$ cat config.mk
export PLATFORM = sky130hd
export DESIGN_NAME = multicycle_control_unit
export DESIGN_NICKNAME = d
export VERILOG_FILES = /design/src/rtl/multicycle_control_unit_pkg.sv /design/src/rtl/rv_opcode_decode.sv /design/src/rtl/multicycle_control_unit.sv
export SDC_FILE = /design/constraint.sdc
export NUM_CORES = 1
export LEC_CHECK = 0
export CORE_MARGIN = 8
export CORE_UTILIZATION = 42
export DETAILED_ROUTE_END_ITERATION = 6
export PLACE_DENSITY_LB_ADDON = 0.08
export SYNTH_ARGS = -nofsm -noshare
export SYNTH_HDL_FRONTEND = slang
export SYNTH_SLANG_ARGS = --single-unit
$ cat constraint.sdc
create_clock -name clk -period 2 [get_ports clk]
set_input_delay 0.4 -clock clk [delete_from_list [all_inputs] [get_ports clk]]
set_output_delay 0.4 -clock clk [all_outputs]
set_load 0.02 [all_outputs]
$ cat src/rtl/multicycle_control_unit_pkg.sv
// Shared types and encodings for the multicycle control unit:
// FSM states, RV32 base opcodes, jump/result_src encodings, decode bundle.
package multicycle_control_unit_pkg;

    localparam int unsigned OPC_W = 7;

    typedef enum logic [2:0] {
        FETCH  = 3'd0,
        DECODE = 3'd1,
        EXEC   = 3'd2,
        MEM    = 3'd3,
        WB     = 3'd4,
        TRAP   = 3'd5
    } state_e;

    localparam logic [OPC_W-1:0] OP_R      = 7'b0110011;
    localparam logic [OPC_W-1:0] OP_IMM    = 7'b0010011;
    localparam logic [OPC_W-1:0] OP_LOAD   = 7'b0000011;
    localparam logic [OPC_W-1:0] OP_STORE  = 7'b0100011;
    localparam logic [OPC_W-1:0] OP_BRANCH = 7'b1100011;
    localparam logic [OPC_W-1:0] OP_LUI    = 7'b0110111;
    localparam logic [OPC_W-1:0] OP_AUIPC  = 7'b0010111;
    localparam logic [OPC_W-1:0] OP_JAL    = 7'b1101111;
    localparam logic [OPC_W-1:0] OP_JALR   = 7'b1100111;

    localparam logic [1:0] JUMP_NONE = 2'b00;
    localparam logic [1:0] JUMP_JAL  = 2'b01;
    localparam logic [1:0] JUMP_JALR = 2'b10;

    localparam logic [1:0] RES_ALU = 2'b00;
    localparam logic [1:0] RES_MEM = 2'b01;
    localparam logic [1:0] RES_PC4 = 2'b10;
    localparam logic [1:0] RES_IMM = 2'b11;

    // Everything the FSM needs to know about the latched opcode.
    typedef struct packed {
        logic       legal;
        logic       is_load;
        logic       is_store;
        logic       branch;
        logic       alu_src_b;
        logic [1:0] jump;
        logic       auipc;
        logic [1:0] result_src;
    } dec_t;

endpackage

$ cat src/rtl/rv_opcode_decode.sv
// Combinational opcode decoder: legality plus datapath controls.
// Illegal opcodes decode like an immediate ALU op so they can run as NOPs.
module rv_opcode_decode
    import multicycle_control_unit_pkg::*;
(
    input  logic [OPC_W-1:0] opcode,
    output dec_t             dec
);

    always_comb begin
        dec            = '0;
        dec.legal      = 1'b1;
        dec.alu_src_b  = 1'b1;
        dec.jump       = JUMP_NONE;
        dec.result_src = RES_ALU;
        case (opcode)
            OP_R:      dec.alu_src_b = 1'b0;
            OP_IMM:    dec.auipc = 1'b0;
            OP_LOAD: begin
                dec.is_load    = 1'b1;
                dec.result_src = RES_MEM;
            end
            OP_STORE:  dec.is_store = 1'b1;
            OP_BRANCH: dec.branch = 1'b1;
            OP_LUI:    dec.result_src = RES_IMM;
            OP_AUIPC:  dec.auipc = 1'b1;
            OP_JAL: begin
                dec.jump       = JUMP_JAL;
                dec.result_src = RES_PC4;
            end
            OP_JALR: begin
                dec.jump       = JUMP_JALR;
                dec.result_src = RES_PC4;
            end
            default:   dec.legal = 1'b0;
        endcase
    end

endmodule

$ cat src/rtl/multicycle_control_unit.sv
// Multicycle RV32 control FSM: fetch/decode/exec/mem/wb sequencing,
// memory wait timeout, stall freeze, sticky trap and retired-instruction count.
module multicycle_control_unit
    import multicycle_control_unit_pkg::*;
#(
    parameter int unsigned XLEN        = 32,
    parameter int unsigned MEM_TIMEOUT = 15,
    parameter int unsigned CNT_W       = 32,
    parameter int unsigned TRAP_EN     = 1
) (
    input  logic             clk,
    input  logic             rst_n,
    input  logic [XLEN-1:0]  instr,
    input  logic             mem_ready,
    input  logic             stall,
    output logic             mem_req,
    output logic             mem_we,
    output logic             ir_write,
    output logic             pc_write,
    output logic             reg_write,
    output logic             branch,
    output logic [1:0]       jump,
    output logic             alu_src_b,
    output logic [1:0]       result_src,
    output logic             auipc,
    output logic [2:0]       state,
    output logic             illegal,
    output logic [CNT_W-1:0] instret
);

    localparam int unsigned WAIT_W = $clog2(MEM_TIMEOUT + 2);

    state_e             state_q, state_d;
    logic [OPC_W-1:0]   opcode_q, opcode_d;
    logic [WAIT_W-1:0]  wait_q, wait_d;
    logic [CNT_W-1:0]   instret_q;
    logic               illegal_q;
    logic               retire;
    logic               waiting;
    dec_t               dec;
    logic               unused_instr_hi;

    assign unused_instr_hi = ^instr[XLEN-1:OPC_W];

    rv_opcode_decode u_decode (
        .opcode (opcode_q),
        .dec    (dec)
    );

    assign state   = state_q;
    assign illegal = illegal_q;
    assign instret = instret_q;

    always_ff @(posedge clk) begin
        if (!rst_n) begin
            state_q   <= FETCH;
            opcode_q  <= OP_IMM;
            wait_q    <= '0;
            instret_q <= '0;
            illegal_q <= 1'b0;
        end else begin
            state_q  <= state_d;
            opcode_q <= opcode_d;
            wait_q   <= wait_d;
            if (retire) begin
                instret_q <= instret_q + CNT_W'(1);
            end
            if (state_d == TRAP) begin
                illegal_q <= 1'b1;
            end
        end
    end

    // Next state and control outputs; stall and reset override at the end.
    always_comb begin
        state_d    = state_q;
        opcode_d   = opcode_q;
        wait_d     = wait_q;
        retire     = 1'b0;
        waiting    = 1'b0;
        mem_req    = 1'b0;
        mem_we     = 1'b0;
        ir_write   = 1'b0;
        pc_write   = 1'b0;
        reg_write  = 1'b0;
        branch     = 1'b0;
        jump       = JUMP_NONE;
        alu_src_b  = 1'b0;
        result_src = RES_ALU;
        auipc      = 1'b0;

        case (state_q)
            FETCH: begin
                mem_req = 1'b1;
                if (mem_ready) begin
                    ir_write = 1'b1;
                    opcode_d = instr[OPC_W-1:0];
                    state_d  = DECODE;
                end else begin
                    waiting = 1'b1;
                end
            end
            DECODE: begin
                state_d = (!dec.legal && TRAP_EN != 0) ? TRAP : EXEC;
            end
            EXEC: begin
                alu_src_b = dec.alu_src_b;
                branch    = dec.branch;
                jump      = dec.jump;
                auipc     = dec.auipc;
                if (dec.is_load || dec.is_store) begin
                    state_d = MEM;
                end else if (dec.branch) begin
                    pc_write = 1'b1;
                    retire   = 1'b1;
                    state_d  = FETCH;
                end else begin
                    state_d = WB;
                end
            end
            MEM: begin
                mem_req = 1'b1;
                mem_we  = dec.is_store;
                if (mem_ready) begin
                    if (dec.is_store) begin
                        pc_write = 1'b1;
                        retire   = 1'b1;
                        state_d  = FETCH;
                    end else begin
                        state_d = WB;
                    end
                end else begin
                    waiting = 1'b1;
                end
            end
            WB: begin
                reg_write  = 1'b1;
                pc_write   = 1'b1;
                result_src = dec.result_src;
                retire     = 1'b1;
                state_d    = FETCH;
            end
            TRAP: begin
                state_d = TRAP;
            end
            default: begin
                state_d = FETCH;
            end
        endcase

        // The wait that completes the MEM_TIMEOUT-th missed cycle traps;
        // mem_ready in the same cycle takes the normal path instead.
        if (waiting && MEM_TIMEOUT != 0 && TRAP_EN != 0 &&
            (wait_q + WAIT_W'(1)) == WAIT_W'(MEM_TIMEOUT)) begin
            state_d = TRAP;
        end

        if (state_d != state_q) begin
            wait_d = '0;
        end else if (waiting && wait_q != '1) begin
            wait_d = wait_q + WAIT_W'(1);
        end

        if (stall) begin
            state_d   = state_q;
            opcode_d  = opcode_q;
            wait_d    = wait_q;
            retire    = 1'b0;
            ir_write  = 1'b0;
            pc_write  = 1'b0;
            reg_write = 1'b0;
            mem_req   = 1'b0;
        end

        if (!rst_n) begin
            ir_write  = 1'b0;
            pc_write  = 1'b0;
            reg_write = 1'b0;
            mem_req   = 1'b0;
            mem_we    = 1'b0;
        end
    end

endmodule

==> impl_metrics.json <==
{
  "grt_pass1_wl_um": 14100,
  "synthCells": 338,
  "die_area_um2": 9340,
  "dpl_cell_area_um2": 3770,
  "synth_area_um2": 2730,
  "r2r_cells": 7,
  "ys_ff_latch": 48,
  "synth_compound_area_share_pct": 22.3,
  "p_comb_share_pct": 17.4,
  "drt_iter0_markers": 114,
  "dieWidth_um": 96.7,
  "p_switching_mw": 0.525,
  "grt_max_degree": 41,
  "wl_per_cell_um": 16.1,
  "drive_gt1_share_pct": 29.5,
  "area_delta_synth_final_pct": 51.4,
  "fin_nets": 493,
  "start_util_pct": 43.3,
  "report.final.slew_viol_count": 0,
  "synth_top_area_share_pct": 35.2,
  "core_area_um2": 6310,
  "nFillCells": 563,
  "vias": 3064,
  "critPathMaxStageDelay_ns": 0.38,
  "min-delay-start": "instret[18]$_SDFFE_PN0P_",
  "antenna_left": 0,
  "gp_congestion": 0.877,
  "drv_cap": 0,
  "seqPwrFrac_pct": 51.0,
  "synth_cell_type_count": 53,
  "synth_area_leaders": "dfxtp_1 (35%), a21oi_1 (6.2%), or4_1 (3.8%)",
  "holdBufCountCts": 0,
  "die_y_um": 96.7,
  "synth_edf_count": 0,
  "max-slew-margin-rel_pct": 67.6,
  "violations": "setup timing",
  "cts_made_buffers": 5,
  "setup.worst_path.end_class": "register",
  "r2r_end": "instret[27]$_SDFFE_PN0P_",
  "synth_top_cell_by_area": "dfxtp_1",
  "yosysWarnings": 0,
  "pwr-share-clk_pct": 31.6,
  "tritoncts": "yes",
  "critPathKind": "register to register",
  "synth_most_common_cell": "dfxtp_1",
  "clkSinkCount": 48,
  "hold_viol": 0,
  "grt_pass1_vias": 2924,
  "vias_per_cell": 5.77,
  "first_pass_iters": 4,
  "p_int_mw": 1.41,
  "peakVddDrop_v": 0.000390,
  "ys.flop_type": "dfxtp_1",
  "grt_usage_pct": 17.5,
  "diodes": 0,
  "power.density_nw_per_um2": 469,
  "rsz0062_at_grt": "yes",
  "syn_area_per_cell_um2": 8.08,
  "yosysSeqAreaShare_pct": 35.2,
  "synth_xor_area_share_pct": 1.92,
  "drcViolationCount": 0,
  "clock_path_buffers": 2,
  "maxClockFrequency_mhz": 476,
  "worstHoldPathType": "register to register",
  "synth_nets": 378,
  "clk_latency_ns": 0.30,
  "tns_ns": -0.188,
  "hold-path-cell-count": 2,
  "rrSetupSlack_ns": -0.10,
  "required_ns": 2.17,
  "portBuffers": 58,
  "final.period_utilization_pct": 105,
  "rows": 29,
  "async_reset_ff_share_pct": 0,
  "dpl.hpwl_um": 5680,
  "setup_slack_ns": -0.102,
  "final_area_um2": 4140,
  "reg2reg_from": "state[2]$_SDFF_PN0_",
  "wirelength_um": 8560,
  "pin_count": 84,
  "setup_violations": 6,
  "cts-root-buf": "clkbuf_8",
  "min_to": "instret[18]$_SDFFE_PN0P_",
  "arrival_ns": 2.27,
  "leakagePower_nw": 1.43,
  "clk_pin_slew_ns": 0.09,
  "path_cells": "and4bb_4, o2111ai_4, buf_12, a211o_4, buf_4, o31ai_1, a21oi_2",
  "yosys-top-cells-count": "dfxtp_1 (48), a21oi_1 (34), nand2_1 (23)",
  "tightest_slew_ns": 0.487,
  "min_period_ns": 2.10,
  "htreeDepth": 2,
  "startpoint_type": "register",
  "synthMuxAreaShare_pct": 2.93,
  "synth_simple_gate_area_share_pct": 30.0,
  "synthAdderAreaFrac_pct": 2.20,
  "hold_slack_ns": 0.499,
  "path_max_fanout": 6,
  "antenna_found_initial": 0,
  "synth_top_family_by_area": "simple AND/OR/NAND/NOR gates",
  "p_sw_share_pct": 27.1,
  "clock_skew_ns": 0.00645,
  "status": "finished, violations left",
  "cp_slowest_cell": "o31ai_1",
  "grt_overflow_total": 0
}
## how the worst max path moves through the flow
| stage | start | endpoint | slack (ns) | cells past startpoint |
|---|---|---|---|---|
| final | state[2]$_SDFF_PN0_ | instret[27]$_SDFFE_PN0P_ | -0.10 | 7 |
| after CTS | opcode_q[4]$_SDFFE_PN1P_ | instret[14]$_SDFFE_PN0P_ | -0.05 | 6 |
| after global placement | mem_ready | pc_write | -0.54 | 5 |
| after floorplan | instret[4]$_SDFFE_PN0P_ | instret[31]$_SDFFE_PN0P_ | 0.009 | 7 |
| after global routing | state[2]$_SDFF_PN0_ | instret[27]$_SDFFE_PN0P_ | -0.19 | 7 |
| after detailed placement | mem_ready | pc_write | -0.54 | 5 |
## metal layers
layer / GRT usage (%) / vias up / part of all wire (%) / wire (um)
met5: 0 / - / 0 / 0
met2: 29.8 / 87 / 49 / 4170
met4: 4.73 / 0 / 1.5 / 130
li1: - / 1495 / - / -
met1: 21.1 / 1467 / 44 / 3750
met3: 4.48 / 15 / 5.9 / 502
## power groups by stage
stage | logic [mW] | clock network, mW | registers [mW]
finish | 0.337 | 0.613 | 0.989
global route | 0.366 | 0.665 | 0.993
CTS | 0.319 | 0.625 | 0.989
detailed placement | 0.293 | 0 | 1.01
global placement | 0.290 | 0 | 1.01
floorplan | 0.151 | 0 | 1.01
## through the flow
step | utilization [%] | power [mW] | instances | worst slack, ns
after global placement | 59.8 | 1.30 | 513 | -0.538
after detailed placement | 59.8 | 1.30 | 513 | -0.537
final | 65.5 | 1.94 | 531 | -0.102
after global routing | 65.5 | 2.02 | 531 | -0.185
after floorplan | - | 1.16 | 338 | 0.00858
after CTS | 64.3 | 1.93 | 529 | -0.0460
## final cells by class
type	instances	area [um2]	area share, %
multi-input combinational	259	1850	44.7
timing repair buffer	126	1070	25.9
sequential	48	977	23.6
tap	77	96.3	2.33
clock buffer	6	82.6	2.00
inverter	13	48.8	1.18
clock inverter	2	10.0	0.242
## registers in the layout (all words and copies together) (netlist names)
signal,cells
instret,32
opcode_q,7
illegal,1
state,3
wait_q,5
## critical path: cells and delay by family, from the launching register on
| family | cells | cell delay, ns |
|---|---|---|
| AO/OA/AOI/OAI | 4 | 0.96 |
| buffers and inverters | 2 | 0.32 |
| flip-flops | 1 | 0.35 |
| AND/OR/NAND/NOR | 1 | 0.34 |
## cells in the final DEF, fill, tap and decap left out, types with 3 or more instances in the layout
cell / count
o21ai_0: 14
nor4_1: 4
o21a_1: 7
a211o_4: 4
nor2_1: 20
a21oi_1: 30
dfxtp_2: 7
a211oi_1: 4
mux2i_1: 8
o31ai_1: 11
nor2b_1: 3
xnor2_1: 3
inv_1: 13
xor2_1: 3
clkbuf_2: 6
nand4_1: 9
o22ai_1: 4
clkbuf_8: 6
nand2b_1: 4
or4_4: 3
dfxtp_1: 39
nand2_1: 23
buf_6: 3
a21oi_2: 4
or4_1: 11
and2_1: 6
a31oi_1: 3
nor3_1: 7
clkdlybuf4s50_1: 45
nand3_1: 14
buf_4: 67
or3_1: 14
## timing repair
item,4_1_cts,5_1_grt
hold endpoints to repair,0,0
resized for setup,64,35
pin swaps,47,13
buffers inserted,5,2
gates cloned,3,0
setup endpoints to repair,46,41
## cells by family after synthesis
group	after synthesis
compound gates	94
xor+xnor	6
fa+ha+maj	5
buf+inv	34
flops	48
mux	8
simple gates	143
Power figures use the tool's default switching activity.
